$ cat src/rtl/uart_parity_core.sv
// UART with optional parity, 1/2 stop bits and first-word-fall-through
// FIFOs in both directions; one oversampling tick paces RX and TX.
module uart_parity_core_fifo #(
    parameter int W  = 8,
    parameter int AW = 4
) (
    input  logic         clk,
    input  logic         reset,
    input  logic         wr,
    input  logic         rd,
    input  logic [W-1:0] w_data,
    output logic [W-1:0] r_data,
    output logic         empty,
    output logic         full
);
    localparam int DEPTH = 2 ** AW;

    logic [W-1:0] mem_q [DEPTH];
    logic [W-1:0] mem_d [DEPTH];
    logic [AW:0]  wptr_q, wptr_d;
    logic [AW:0]  rptr_q, rptr_d;
    logic         wr_ok;
    logic         rd_ok;

    // Extra pointer bit tells full from empty when the indices match.
    assign empty  = (wptr_q == rptr_q);
    assign full   = (wptr_q[AW] != rptr_q[AW]) &&
                    (wptr_q[AW-1:0] == rptr_q[AW-1:0]);
    assign rd_ok  = rd && !empty;
    assign wr_ok  = wr && (!full || rd);
    assign r_data = mem_q[rptr_q[AW-1:0]];

    always_comb begin
        mem_d  = mem_q;
        wptr_d = wptr_q;
        rptr_d = rptr_q;
        if (wr_ok) begin
            mem_d[wptr_q[AW-1:0]] = w_data;
            wptr_d = wptr_q + 1'b1;
        end
        if (rd_ok) begin
            rptr_d = rptr_q + 1'b1;
        end
    end

    always_ff @(posedge clk) begin
        mem_q <= mem_d;
        if (reset) begin
            wptr_q <= '0;
            rptr_q <= '0;
        end else begin
            wptr_q <= wptr_d;
            rptr_q <= rptr_d;
        end
    end
endmodule

module uart_parity_core #(
    parameter int DBIT    = 8,
    parameter int SB_TICK = 16,
    parameter int FIFO_AW = 4,
    parameter int BAUD_W  = 11
) (
    input  logic              clk,
    input  logic              reset,
    input  logic [BAUD_W-1:0] baud_div,
    input  logic              parity_en,
    input  logic              parity_odd,
    input  logic              stop2,
    input  logic              rx,
    input  logic              rd_uart,
    output logic [DBIT-1:0]   r_data,
    output logic              r_perr,
    output logic              r_ferr,
    output logic              rx_empty,
    output logic              rx_overrun,
    input  logic              clr_err,
    input  logic [DBIT-1:0]   w_data,
    input  logic              wr_uart,
    output logic              tx_full,
    output logic              tx,
    output logic              tx_idle
);
    typedef enum logic [2:0] {
        IDLE, START, DATA, PARITY, STOP
    } state_t;

    localparam int SW = $clog2(2 * SB_TICK + 16);
    localparam logic [SW-1:0] S_MID  = SW'(7);
    localparam logic [SW-1:0] S_BIT  = SW'(15);
    localparam logic [SW-1:0] S_SB1  = SW'(SB_TICK - 1);
    localparam logic [SW-1:0] S_SB2  = SW'(2 * SB_TICK - 1);
    localparam logic [3:0]    N_LAST = 4'(DBIT - 1);

    logic [BAUD_W-1:0] tcnt_q, tcnt_d;
    logic              tick;

    state_t          rx_state_q, rx_state_d;
    logic [SW-1:0]   rx_s_q, rx_s_d;
    logic [3:0]      rx_n_q, rx_n_d;
    logic [DBIT-1:0] rx_b_q, rx_b_d;
    logic            rx_pen_q, rx_pen_d;
    logic            rx_podd_q, rx_podd_d;
    logic            rx_perr_q, rx_perr_d;
    logic            ovr_q, ovr_d;
    logic            rx_wr;
    logic            rx_ferr;

    logic [DBIT+1:0] rxf_rdata;
    logic            rxf_empty;
    logic            rxf_full;

    state_t          tx_state_q, tx_state_d;
    logic [SW-1:0]   tx_s_q, tx_s_d;
    logic [3:0]      tx_n_q, tx_n_d;
    logic [DBIT-1:0] tx_sh_q, tx_sh_d;
    logic            tx_pbit_q, tx_pbit_d;
    logic            tx_pen_q, tx_pen_d;
    logic            tx_st2_q, tx_st2_d;
    logic            tx_load;

    logic [DBIT-1:0] txf_rdata;
    logic            txf_empty;
    logic            txf_full;

    // ">=" keeps ticking if baud_div shrinks below the running count.
    assign tick = (tcnt_q >= baud_div);

    always_comb begin
        tcnt_d = tick ? '0 : tcnt_q + 1'b1;
    end

    always_comb begin
        rx_state_d = rx_state_q;
        rx_s_d     = rx_s_q;
        rx_n_d     = rx_n_q;
        rx_b_d     = rx_b_q;
        rx_pen_d   = rx_pen_q;
        rx_podd_d  = rx_podd_q;
        rx_perr_d  = rx_perr_q;
        rx_wr      = 1'b0;
        rx_ferr    = 1'b0;
        unique case (rx_state_q)
            IDLE: begin
                if (!rx) begin
                    rx_state_d = START;
                    rx_s_d     = '0;
                    rx_pen_d   = parity_en;
                    rx_podd_d  = parity_odd;
                    rx_perr_d  = 1'b0;
                end
            end
            START: begin
                if (tick) begin
                    if (rx_s_q == S_MID) begin
                        rx_s_d     = '0;
                        rx_n_d     = '0;
                        rx_state_d = rx ? IDLE : DATA;
                    end else begin
                        rx_s_d = rx_s_q + 1'b1;
                    end
                end
            end
            DATA: begin
                if (tick) begin
                    if (rx_s_q == S_BIT) begin
                        rx_s_d = '0;
                        rx_b_d = {rx, rx_b_q[DBIT-1:1]};
                        if (rx_n_q == N_LAST) begin
                            rx_state_d = rx_pen_q ? PARITY : STOP;
                        end else begin
                            rx_n_d = rx_n_q + 1'b1;
                        end
                    end else begin
                        rx_s_d = rx_s_q + 1'b1;
                    end
                end
            end
            PARITY: begin
                if (tick) begin
                    if (rx_s_q == S_BIT) begin
                        rx_s_d     = '0;
                        rx_perr_d  = ^rx_b_q ^ rx ^ rx_podd_q;
                        rx_state_d = STOP;
                    end else begin
                        rx_s_d = rx_s_q + 1'b1;
                    end
                end
            end
            STOP: begin
                if (tick) begin
                    if (rx_s_q == S_SB1) begin
                        rx_wr      = 1'b1;
                        rx_ferr    = !rx;
                        rx_state_d = IDLE;
                    end else begin
                        rx_s_d = rx_s_q + 1'b1;
                    end
                end
            end
            default: rx_state_d = IDLE;
        endcase
    end

    // A dropped word sets overrun even if clr_err is pulsed the same clk.
    always_comb begin
        ovr_d = ovr_q;
        if (clr_err) begin
            ovr_d = 1'b0;
        end
        if (rx_wr && rxf_full && !rd_uart) begin
            ovr_d = 1'b1;
        end
    end

    always_comb begin
        tx_state_d = tx_state_q;
        tx_s_d     = tx_s_q;
        tx_n_d     = tx_n_q;
        tx_sh_d    = tx_sh_q;
        tx_pbit_d  = tx_pbit_q;
        tx_pen_d   = tx_pen_q;
        tx_st2_d   = tx_st2_q;
        tx_load    = 1'b0;
        unique case (tx_state_q)
            IDLE: tx_load = !txf_empty;
            START: begin
                if (tick) begin
                    if (tx_s_q == S_BIT) begin
                        tx_s_d     = '0;
                        tx_n_d     = '0;
                        tx_state_d = DATA;
                    end else begin
                        tx_s_d = tx_s_q + 1'b1;
                    end
                end
            end
            DATA: begin
                if (tick) begin
                    if (tx_s_q == S_BIT) begin
                        tx_s_d  = '0;
                        tx_sh_d = tx_sh_q >> 1;
                        if (tx_n_q == N_LAST) begin
                            tx_state_d = tx_pen_q ? PARITY : STOP;
                        end else begin
                            tx_n_d = tx_n_q + 1'b1;
                        end
                    end else begin
                        tx_s_d = tx_s_q + 1'b1;
                    end
                end
            end
            PARITY: begin
                if (tick) begin
                    if (tx_s_q == S_BIT) begin
                        tx_s_d     = '0;
                        tx_state_d = STOP;
                    end else begin
                        tx_s_d = tx_s_q + 1'b1;
                    end
                end
            end
            STOP: begin
                if (tick) begin
                    if (tx_s_q == (tx_st2_q ? S_SB2 : S_SB1)) begin
                        tx_state_d = IDLE;
                        tx_load    = !txf_empty;
                    end else begin
                        tx_s_d = tx_s_q + 1'b1;
                    end
                end
            end
            default: tx_state_d = IDLE;
        endcase
        // Frame config is frozen at pop so mid-frame changes are ignored.
        if (tx_load) begin
            tx_state_d = START;
            tx_s_d     = '0;
            tx_sh_d    = txf_rdata;
            tx_pbit_d  = ^txf_rdata ^ parity_odd;
            tx_pen_d   = parity_en;
            tx_st2_d   = stop2;
        end
    end

    always_comb begin
        tx = 1'b1;
        unique case (tx_state_q)
            START:   tx = 1'b0;
            DATA:    tx = tx_sh_q[0];
            PARITY:  tx = tx_pbit_q;
            default: tx = 1'b1;
        endcase
    end

    always_ff @(posedge clk) begin
        if (reset) begin
            tcnt_q     <= '0;
            rx_state_q <= IDLE;
            rx_s_q     <= '0;
            rx_n_q     <= '0;
            rx_b_q     <= '0;
            rx_pen_q   <= 1'b0;
            rx_podd_q  <= 1'b0;
            rx_perr_q  <= 1'b0;
            ovr_q      <= 1'b0;
            tx_state_q <= IDLE;
            tx_s_q     <= '0;
            tx_n_q     <= '0;
            tx_sh_q    <= '0;
            tx_pbit_q  <= 1'b0;
            tx_pen_q   <= 1'b0;
            tx_st2_q   <= 1'b0;
        end else begin
            tcnt_q     <= tcnt_d;
            rx_state_q <= rx_state_d;
            rx_s_q     <= rx_s_d;
            rx_n_q     <= rx_n_d;
            rx_b_q     <= rx_b_d;
            rx_pen_q   <= rx_pen_d;
            rx_podd_q  <= rx_podd_d;
            rx_perr_q  <= rx_perr_d;
            ovr_q      <= ovr_d;
            tx_state_q <= tx_state_d;
            tx_s_q     <= tx_s_d;
            tx_n_q     <= tx_n_d;
            tx_sh_q    <= tx_sh_d;
            tx_pbit_q  <= tx_pbit_d;
            tx_pen_q   <= tx_pen_d;
            tx_st2_q   <= tx_st2_d;
        end
    end

    uart_parity_core_fifo #(
        .W  (DBIT + 2),
        .AW (FIFO_AW)
    ) u_rx_fifo (
        .clk    (clk),
        .reset  (reset),
        .wr     (rx_wr),
        .rd     (rd_uart),
        .w_data ({rx_ferr, rx_perr_q, rx_b_q}),
        .r_data (rxf_rdata),
        .empty  (rxf_empty),
        .full   (rxf_full)
    );

    uart_parity_core_fifo #(
        .W  (DBIT),
        .AW (FIFO_AW)
    ) u_tx_fifo (
        .clk    (clk),
        .reset  (reset),
        .wr     (wr_uart),
        .rd     (tx_load),
        .w_data (w_data),
        .r_data (txf_rdata),
        .empty  (txf_empty),
        .full   (txf_full)
    );

    assign rx_empty   = rxf_empty;
    assign rx_overrun = ovr_q;
    assign r_data     = rxf_empty ? '0 : rxf_rdata[DBIT-1:0];
    assign r_perr     = rxf_empty ? 1'b0 : rxf_rdata[DBIT];
    assign r_ferr     = rxf_empty ? 1'b0 : rxf_rdata[DBIT+1];
    assign tx_full    = txf_full;
    assign tx_idle    = (tx_state_q == IDLE) && txf_empty;
endmodule

$ cat config.mk
export PLATFORM = sky130hd
export DESIGN_NAME = uart_parity_core
export DESIGN_NICKNAME = d
export VERILOG_FILES = /design/src/rtl/uart_parity_core.sv
export SDC_FILE = /design/constraint.sdc
export NUM_CORES = 1
export LEC_CHECK = 0
export BUFFER_PORTS_ARGS = -buffer_cell sky130_fd_sc_hd__buf_2
export CAP_MARGIN = 20
export CORE_ASPECT_RATIO = 0.75
export CORE_UTILIZATION = 50
export DETAILED_ROUTE_END_ITERATION = 16
export PLACE_DENSITY = 0.66
export SYNTH_ARGS = -nofsm -noshare
export SYNTH_HDL_FRONTEND = slang
export SYNTH_SLANG_ARGS = --single-unit
$ cat constraint.sdc
create_clock -name clk -period 8 [get_ports clk]
set_clock_uncertainty 0.15 [all_clocks]
set_input_delay 1.2 -clock clk [delete_from_list [all_inputs] [get_ports clk]]
set_output_delay 1.2 -clock clk [all_outputs]
set_load 0.01 [all_outputs]
==> results.sh, run 1 <==
export IMPL_rrSetupSlack_ps=3780
export IMPL_cap_violations=0
export IMPL_drc_errors=0
export IMPL_syn_nets=1046
export IMPL_synth_distinct_cells=56
export IMPL_routabilityCongestion=0.8371
export IMPL_combinationalPowerShare=0.118
export IMPL_crit_path_start="u_rx_fifo.rptr_q[0]"
export IMPL_die_h_um=154.6
export IMPL_path_class="flop to output port"
export IMPL_synth_edff_count=288
export IMPL_hold_class="flop to flop"
export IMPL_dr_wl_met2_um=13250
export IMPL_post_cts_resize_count=0
export IMPL_hold_viol=0
export IMPL_cp_max_fo=44
export IMPL_start_kind="flop"
export IMPL_initial_core_util=0.5118
export IMPL_finalSetupTns_ps=0
export IMPL_maxSlewViolCount=0
export IMPL_drt_wl_total_um=33510
export IMPL_fp_dieArea_mm2=0.03178
export IMPL_async_flop_share=0
export IMPL_min_period_ps=4530
export IMPL_nNetsFinal=1086
export IMPL_powerDensity_mw_per_mm2=246.5
export IMPL_placed_cells=1390
export IMPL_fmax_mhz=220.8
export IMPL_grt_overflow_total=0
export IMPL_clockBufferDepth=3
export IMPL_cp_required_ps=6650
export IMPL_post_cts_buffers=0
export IMPL_yosysWarningCount=0
export IMPL_p_sw_frac=0.2385
export IMPL_grt_setup_unrepaired="no"
export IMPL_ys_top_cells_by_area="edfxtp_1 (56%), mux4_2 (12%), dfxtp_1 (10%)"
export IMPL_wl_met1_um=16450
export IMPL_setup_violations=0
export IMPL_dpl_cell_area_mm2=0.01610
export IMPL_grt_pass1_wl_um=50640
export IMPL_synthCells=992
export IMPL_arrival_ps=3180
export IMPL_fin_crit_sh=0.5662
export IMPL_ios=43
export IMPL_vias=8665
export IMPL_r2r_start="tcnt_q[0]"
export IMPL_tightest_slew_ps=1080
export IMPL_rows=55
export IMPL_track_usage=0.2175
export IMPL_dieWidth_um=205.5
export IMPL_p_sw_mw=1.017
export IMPL_place_port_buffers=42
export IMPL_cts_tree="built"
export IMPL_clock_sinks=368
export IMPL_design_area_mm2=0.01731
export IMPL_drtAntennaViolNets=0
export IMPL_yosysSeqAreaShare=0.6599
export IMPL_first_global_vias=8161
export IMPL_cp_end_kind="output port"
export IMPL_cts_buffers=36
export IMPL_yosys_area_top_type="edfxtp_1"
export IMPL_viasPerCell=5.943
export IMPL_rr_worst_depth=10
export IMPL_clkTransAtPathRegs_ps=60
export IMPL_syn_area_mm2=0.01553
export IMPL_synth_seq_cells=368
export IMPL_post_synth_top_area_fraction=0.5568
export IMPL_vdd_drop_max_v=0.0001455
export IMPL_setup_ws_ps=3470
export IMPL_hold_buffers=0
export IMPL_leakagePower_nw=6.084
export IMPL_syn_to_final_growth_pct=11.45
export IMPL_internal_power_mw=3.250
export IMPL_p_clk_frac=0.388
export IMPL_status="completed"
export IMPL_grt_max_degree=72
export IMPL_dr_pass1_iters=5
export IMPL_fin_cells=1458
export IMPL_met3_length_um=3254
export IMPL_place_ws_ps=3049
export IMPL_avgSynthCellArea_um2=15.66
export IMPL_seqPwrFrac=0.494
export IMPL_final_util=0.5704
export IMPL_num_antenna_cells=0
export IMPL_ys_flop_type="edfxtp_1"
export IMPL_holdWs_ps=312.3
export IMPL_worstSetupEndpoint="r_data[2]"
export IMPL_dp_hpwl_um=21550
export IMPL_p_total_mw=4.267
export IMPL_htreeDepth=2
export IMPL_drive_gt1_frac=0.1945
export IMPL_highest_layer="met4"
export IMPL_post_drt_wl_per_cell_um=22.99
export IMPL_drt_initial_drc_count=964
export IMPL_r2r_end="u_tx_fifo.mem_q[115]"
export IMPL_cts_root_buffer="clkbuf_16"
export IMPL_timing_slew_headroom=0.2704
export IMPL_clock_latency_ps=540
export IMPL_coreArea_mm2=0.03035
export IMPL_antenna_found_initial=0
## critical path, cell delays in order (launching register included)
cell     delay (ps)
dfxtp_2         310
buf_4           630
xnor2_1         190
nand4_1         160
nor2b_1         860
nor2b_1         240
buf_2           220
## Yosys cell counts, types with 2 or more instances
library cell,n
a211o_1,2
a211oi_1,4
a21o_1,7
a21oi_1,40
a22oi_1,14
a311oi_1,2
a31o_2,2
a31oi_1,3
a41oi_1,3
and2_1,7
and3_1,32
buf_1,6
buf_2,4
buf_4,2
buf_6,2
clkbuf_1,37
dfxtp_1,80
edfxtp_1,288
ha_1,26
inv_1,27
mux2i_1,18
mux4_2,85
nand2_1,39
nand2b_1,7
nand3_1,24
nand3b_1,11
nand4_1,10
nand4b_1,3
nor2_1,57
nor2b_1,25
nor3_1,13
nor4_1,4
o21a_1,3
o21ai_0,18
o31ai_1,5
or2_2,2
or3_1,11
or4_1,8
xnor2_1,29
xor2_1,16
## area by class of cell
type | instances | area, um^2
Clock buffer | 47 | 982.2
Clock inverter | 18 | 173.9
Fill cell | 2350 | 13040
Inverter | 27 | 101.3
Multi-Input combinational cell | 546 | 4979
Sequential cell | 368 | 10250
Tap cell | 399 | 499.2
Timing Repair Buffer | 53 | 322.8
## cells in the final DEF, fill, tap and decap left out, drive strengths merged, types with 8 or more instances in the layout
cell type | Yosys | final
edfxtp | 288 | 288
mux4 | 86 | 86
dfxtp | 80 | 80
nor2 | 57 | 57
buf | 14 | 53
clkbuf | 37 | 47
a21oi | 41 | 41
nand2 | 39 | 39
and3 | 32 | 32
xnor2 | 30 | 30
inv | 27 | 29
ha | 26 | 26
nor2b | 25 | 25
nand3 | 24 | 24
o21ai | 18 | 18
mux2i | 18 | 18
xor2 | 16 | 16
a22oi | 14 | 14
nor3 | 14 | 14
clkinv | 0 | 13
or3 | 11 | 11
nand3b | 11 | 11
nand4 | 10 | 10
or4 | 8 | 8
## how the worst min path moves through the flow
stage | start | end | cells after the start
3_3_place_gp | tx_pbit_q | tx_pbit_q | 2
3_5_place_dp | tx_pbit_q | tx_pbit_q | 2
5_1_grt | tx_pbit_q | tx_pbit_q | 2
2_1_floorplan | tx_pen_q | tx_pen_q | 2
6_report | tx_pbit_q | tx_pbit_q | 2
4_1_cts | tx_pbit_q | tx_pbit_q | 2
## flip-flops by register name (all words and copies together) (netlist names), 5 cells and up
| register | cells |
|---|---|
| tx_sh_q | 8 |
| u_tx_fifo.mem_q | 128 |
| u_tx_fifo.rptr_q | 5 |
| tx_s_q | 6 |
| tcnt_q | 11 |
| rx_b_q | 8 |
| rx_s_q | 6 |
| u_rx_fifo.rptr_q | 5 |
| u_tx_fifo.wptr_q | 5 |
| u_rx_fifo.mem_q | 160 |
| u_rx_fifo.wptr_q | 5 |
## power groups by stage
stage / clock [mW] / sequential (mW) / combinational (mW)
2_1_floorplan: 0 / 2.14 / 0.390
3_3_place_gp: 0 / 2.15 / 0.499
3_5_place_dp: 0 / 2.15 / 0.504
4_1_cts: 1.68 / 2.11 / 0.506
5_1_grt: 1.76 / 2.11 / 0.549
6_report: 1.66 / 2.11 / 0.504
## logic make-up (layout without fill, tap and decap cells)
| logic type | count (synthesis) | in the layout | synth area share |
|---|---|---|---|
| xor+xnor | 47 | 47 | 0.02787 |
| flops | 368 | 368 | 0.6599 |
| simple gates | 255 | 255 | 0.08676 |
| buf+inv | 78 | 145 | 0.02062 |
| mux | 105 | 105 | 0.1373 |
| fa+ha+maj | 26 | 26 | 0.02094 |
| compound gates | 113 | 113 | 0.04664 |
## metal layers
metal,vias up,GRT usage
li1,3940,-
met1,4342,0.3653
met2,341,0.2729
met3,42,0.05710
met4,0,0.05467
met5,-,0
(Power assumes the default switching activity.)
==> run 2: changes to the inputs <==
--- a/config.mk
+++ b/config.mk
@@ -10,7 +10,7 @@
 export CORE_ASPECT_RATIO = 0.75
 export CORE_UTILIZATION = 50
 export DETAILED_ROUTE_END_ITERATION = 16
-export PLACE_DENSITY = 0.66
+export PLACE_DENSITY = 0.69
 export SYNTH_ARGS = -nofsm -noshare
 export SYNTH_HDL_FRONTEND = slang
 export SYNTH_SLANG_ARGS = --single-unit
==> constraint.sdc (replaced) <==
create_clock -name clk -period 3.6 [get_ports clk]
set_clock_uncertainty 0.15 [all_clocks]
set_input_delay 0.54 -clock clk [delete_from_list [all_inputs] [get_ports clk]]
set_output_delay 0.54 -clock clk [all_outputs]
set_load 0.01 [all_outputs]
==> run 2 against run 1 <==
Against the previous run: sequential share of layout area shrank 0.49 points; first-iteration DRC count rose by 6.4%; critical path depth is 1 lower; flip-flop and latch count unchanged; sequential power is 120% higher; cell count grew 1.5%.
==> results.sh, run 2 (synthesis gave the netlist of run 1 again) <==
export IMPL_final_cell_mix="edfxtp_1 (288), mux4_2 (85), dfxtp_1 (77), nor2_1 (57), buf_2 (42)"
export IMPL_hold_buffers=0
export IMPL_hp_start="stop2"
export IMPL_viasPerCell=6.017
export IMPL_cts_buffers=37
export IMPL_num_antenna_cells=0
export IMPL_final_util=0.5752
export IMPL_rows=55
export IMPL_post_drt_wl_per_cell_um=22.40
export IMPL_slowest_delay_ps=590
export IMPL_powerDensity_mw_per_mm2=544.6
export IMPL_place_port_buffers=42
export IMPL_post_cts_resize_count=0
export IMPL_holdWs_ps=137.2
export IMPL_crit_path_start="u_rx_fifo.rptr_q[0]"
export IMPL_drt_wl_total_um=33160
export IMPL_htreeDepth=2
export IMPL_vias=8905
export IMPL_drc_errors=0
export IMPL_leakagePower_nw=6.188
export IMPL_clockBufferDepth=3
export IMPL_grt_setup_unrepaired="no"
export IMPL_r2r_start="u_tx_fifo.rptr_q[0]"
export IMPL_arrival_ps=2690
export IMPL_fp_dieArea_mm2=0.03178
export IMPL_min_period_ps=3379
export IMPL_antenna_found_initial=0
export IMPL_cp_end_kind="output port"
export IMPL_hold_class="primary input to flop"
export IMPL_fill_cells=2322
export IMPL_dp_hpwl_um=21130
export IMPL_drt_initial_drc_count=1026
export IMPL_nNetsFinal=1111
export IMPL_status="completed"
export IMPL_die_h_um=154.6
export IMPL_drive_gt1_frac=0.2072
export IMPL_fmax_mhz=295.9
export IMPL_clock_sinks=368
export IMPL_cap_violations=0
export IMPL_coreArea_mm2=0.03035
export IMPL_grt_max_degree=45
export IMPL_maxSlewViolCount=0
export IMPL_tightest_slew_ps=916.2
export IMPL_drtAntennaViolNets=0
export IMPL_cp_max_fo=25
export IMPL_syn_to_final_growth_pct=12.39
export IMPL_ios=43
export IMPL_largest_register_ffs=160
export IMPL_crit_slowest_cell="mux4_2"
export IMPL_regMostFlops="u_rx_fifo.mem_q"
export IMPL_grt_overflow_total=0
export IMPL_initial_core_util=0.5118
export IMPL_grt_pass1_wl_um=51140
export IMPL_hold_viol=0
export IMPL_setup_violations=0
export IMPL_vdd_drop_max_v=0.0002928
export IMPL_cts_root_buffer="clkbuf_16"
export IMPL_crit_path_frequent_cell="mux4_2"
export IMPL_crit_chain="buf_12 -> mux4_2 -> mux4_2 -> nor2b_1 -> buf_2"
export IMPL_layout_commonest_cell="edfxtp_1"
export IMPL_first_global_vias=8558
export IMPL_fin_crit_sh=0.9386
export IMPL_dieWidth_um=205.5
export IMPL_dr_pass1_iters=5
export IMPL_cp_required_ps=2910
export IMPL_track_usage=0.2154
export IMPL_cts_tree="built"
export IMPL_start_kind="flop"
export IMPL_clkTransAtPathRegs_ps=60
export IMPL_path_class="flop to output port"
export IMPL_timing_slew_headroom=0.3859
export IMPL_clock_latency_ps=520
export IMPL_finalSetupTns_ps=0
export IMPL_routabilityCongestion=0.8531
export IMPL_post_cts_buffers=0
export IMPL_top_regs="u_rx_fifo.mem_q (160), u_tx_fifo.mem_q (128), tcnt_q (11)"
## run 2: cell types whose count changed in the layout (fill, tap and decap cells not counted), sizes merged
cell and delta:
buf +24, clkinv +1, inv -2, clkbuf -1
## run 2: area by class of cell
| class | instances | area (um^2) | area share |
|---|---|---|---|
| Timing Repair Buffer | 77 | 510.5 | 0.02924 |
| Clock inverter | 17 | 137.6 | 0.007884 |
| Tap cell | 399 | 499.2 | 0.02860 |
| Clock buffer | 46 | 980.9 | 0.05619 |
| Sequential cell | 368 | 10250 | 0.5874 |
| Inverter | 27 | 101.3 | 0.005806 |
| Multi-Input combinational cell | 546 | 4974 | 0.2849 |
## run 2: worst paths after layout
check / cells after the start / slack (ps) / end
worst min register to register: 2 / 310 / tx_pbit_q
worst max-delay path: 5 / 220 / r_data[0]
worst max register to register: 9 / 440 / tx_pbit_q
worst min-delay path: 3 / 140 / tx_st2_q
## run 2: through the flow
step | worst slack [ps] | instances | power [mW] | area [um^2]
2_1_floorplan | 220.7 | 992 | 5.623 | 15530
3_3_place_gp | 237.6 | 1417 | 5.929 | 16340
3_5_place_dp | 219.8 | 1417 | 5.949 | 16340
4_1_cts | 185.5 | 1480 | 9.568 | 17460
5_1_grt | 126.1 | 1480 | 9.838 | 17460
6_report | 220.9 | 1480 | 9.507 | 17460
## run 2: worst max-delay path: cells and delay by family (launching register included)
kind          cells  cell delay [ps]
buf+inv           2              420
mux               2             1070
flops             1              490
simple gates      1              180
## run 2: routing by layer
layer / wire length, um / track usage / up-vias
met2: 13480 / 0.2835 / 343
met3: 2421 / 0.04235 / 42
met1: 16770 / 0.3613 / 4538
li1: - / - / 3982
met4: 489 / 0.04938 / 0
met5: 0 / 0 / -
## run 2: power breakdown
group / switching, mW / total (mW) / internal (mW)
Sequential: 0.0864 / 4.71 / 4.63
Clock: 1.57 / 3.64 / 2.07
Combinational: 0.593 / 1.15 / 0.556
==> run 3: changes to the inputs <==
--- a/config.mk
+++ b/config.mk
@@ -7,9 +7,9 @@
 export LEC_CHECK = 0
 export BUFFER_PORTS_ARGS = -buffer_cell sky130_fd_sc_hd__buf_2
 export CAP_MARGIN = 20
-export CORE_ASPECT_RATIO = 0.75
 export CORE_UTILIZATION = 50
 export DETAILED_ROUTE_END_ITERATION = 16
+export GPL_TIMING_DRIVEN = 0
 export PLACE_DENSITY = 0.69
 export SYNTH_ARGS = -nofsm -noshare
 export SYNTH_HDL_FRONTEND = slang
==> run 3 against run 2 <==
Against the previous run: count of clock-buffer cells in the layout rose by 8; cell count rose by 1.4%; worst setup slack got worse by 100 ps; global-route usage fell by 0.93 points; clock power rose by 6.0%; core utilization rose by 0.18 points; critical endpoint is now r_data[6].
==> results.sh, run 3 (synthesis gave the netlist of run 1 again) <==
export IMPL_rows=64
export IMPL_die_h_um=178.3
export IMPL_slowest_delay_ps=480
export IMPL_p_clk_frac=0.398
export IMPL_critical_path_buf_inv_count=3
export IMPL_cp_max_fo=10
export IMPL_vias=8673
export IMPL_drt_wl_total_um=31400
export IMPL_fill_cells=2394
export IMPL_clock_latency_ps=510
export IMPL_met3_length_um=1538
export IMPL_fp_dieArea_mm2=0.03177
export IMPL_clockBufferDepth=3
export IMPL_crit_path_frequent_cell="mux4_2"
export IMPL_syn_to_final_growth_pct=13.65
export IMPL_clkTransAtPathRegs_ps=60
export IMPL_dr_wl_met2_um=16050
export IMPL_grt_overflow_total=0
export IMPL_timing_slew_headroom=0.4038
export IMPL_grt_setup_unrepaired="yes"
export IMPL_initial_core_util=0.5078
export IMPL_post_cts_buffers=0
export IMPL_top_regs="u_rx_fifo.mem_q (160), u_tx_fifo.mem_q (128), tcnt_q (11)"
export IMPL_arrival_ps=2790
export IMPL_p_sw_mw=2.213
export IMPL_wl_met1_um=13170
export IMPL_antenna_found_initial=1
export IMPL_largest_register_ffs=160
export IMPL_coreArea_mm2=0.03059
export IMPL_nNetsFinal=1130
export IMPL_p_sw_frac=0.2285
export IMPL_grt_max_degree=20
export IMPL_cp_num_cells=6
export IMPL_fmax_mhz=287.2
export IMPL_crit_chain="clkbuf_1 -> clkbuf_2 -> mux4_2 -> mux4_2 -> nor2b_1 -> buf_2"
export IMPL_drc_errors=0
export IMPL_dpl_cell_area_mm2=0.01627
export IMPL_combinationalPowerShare=0.118
export IMPL_seqPwrFrac=0.483
export IMPL_vdd_drop_max_v=0.0004414
export IMPL_min_period_ps=3482
export IMPL_hold_class="primary input to flop"
export IMPL_internal_power_mw=7.471
export IMPL_viasPerCell=5.778
export IMPL_status="completed"
export IMPL_start_kind="flop"
export IMPL_fin_crit_sh=0.9673
export IMPL_powerDensity_mw_per_mm2=548.6
export IMPL_post_drt_wl_per_cell_um=20.92
export IMPL_dieWidth_um=178.3
export IMPL_routabilityCongestion=0.8255
export IMPL_layout_commonest_cell="edfxtp_1"
export IMPL_track_usage=0.2061
export IMPL_htreeDepth=2
export IMPL_cts_root_buffer="clkbuf_16"
export IMPL_dr_pass1_iters=5
export IMPL_crit_slowest_cell="mux4_2"
export IMPL_crit_family="buffers and inverters"
export IMPL_holdPathStages=3
export IMPL_setup_ws_ps=117.7
export IMPL_cp_end_kind="output port"
export IMPL_regMostFlops="u_rx_fifo.mem_q"
export IMPL_path_class="flop to output port"
export IMPL_grt_pass1_wl_um=49220
export IMPL_hold_buffers=0
export IMPL_highest_layer="met4"
export IMPL_place_ws_ps=-647.2
export IMPL_tightest_slew_ps=889.5
export IMPL_cts_buffers=38
export IMPL_final_cell_mix="edfxtp_1 (288), mux4_2 (85), dfxtp_1 (80), nor2_1 (57), buf_2 (47)"
export IMPL_cts_tree="built"
export IMPL_drive_gt1_frac=0.2228
export IMPL_first_global_vias=8668
export IMPL_dp_hpwl_um=20650
export IMPL_cap_violations=0
export IMPL_clock_sinks=368
export IMPL_design_area_mm2=0.01765
export IMPL_drt_initial_drc_count=701
export IMPL_place_port_buffers=41
export IMPL_setup_violations=0
export IMPL_maxSlewViolCount=0
export IMPL_ios=43
export IMPL_drtAntennaViolNets=0
export IMPL_cp_required_ps=2910
export IMPL_rr_worst_depth=10
export IMPL_leakagePower_nw=6.187
export IMPL_hold_viol=0
==> run 3: worst paths after layout <==
check                            from                   to  slack, ps
setup / recovery  u_rx_fifo.rptr_q[1]            r_data[6]        120
hold / removal                  stop2             tx_st2_q        130
setup reg to reg            tcnt_q[0]  u_rx_fifo.mem_q[54]        190
hold reg to reg             tx_pbit_q            tx_pbit_q        320
==> run 3: repair_timing <==
action,CTS,global route
setup endpoints to repair,289,260
gates resized for setup,52,23
pin swaps,0,0
==> run 3: layer usage <==
layer,global-route usage,vias up
li1,-,4041
met1,0.2701,4381
met2,0.3589,211
met3,0.03282,40
met4,0.05155,0
met5,0,-
==> run 3: stage by stage <==
stage | total power [mW] | setup TNS, ps | instances | hold slack (ps) | utilization
2_1_floorplan | 5.623 | 0 | 992 | 286.8 | -
3_3_place_gp | 5.896 | -138600 | 1429 | 300.4 | 0.5307
3_5_place_dp | 5.917 | -133840 | 1432 | 304.8 | 0.5320
4_1_cts | 9.762 | 0 | 1499 | 117.5 | 0.5748
5_1_grt | 10.03 | -5647 | 1500 | 131.9 | 0.5770
6_report | 9.684 | 0 | 1501 | 128.7 | 0.5771
==> run 3: layout make-up <==
| class | instances | area [um^2] | share of cell area |
|---|---|---|---|
| multi-input combinational | 546 | 5096 | 0.2887 |
| inverter | 27 | 101.3 | 0.005741 |
| clock buffer | 54 | 1082 | 0.06131 |
| antenna | 1 | 2.502 | 0.0001418 |
| tap | 396 | 495.5 | 0.02807 |
| buffer | 50 | 240.2 | 0.01361 |
| sequential | 368 | 10250 | 0.5807 |
| clock inverter | 14 | 150.1 | 0.008506 |
| timing repair buffer | 45 | 234.0 | 0.01325 |
==> run 3: worst min-delay path: cells and delay by family <==
family | cells | cell delay (ps)
compound gates | 1 | 50
buf+inv | 1 | 100
simple gates | 1 | 40
==> run 3: power by group through the flow <==
stage	combinational, mW	clock (mW)	sequential (mW)
after floorplan	0.867	0	4.76
after global placement	1.13	0	4.77
after detailed placement	1.15	0	4.77
after CTS	1.16	3.93	4.68
after global routing	1.26	4.09	4.69
final	1.15	3.86	4.68
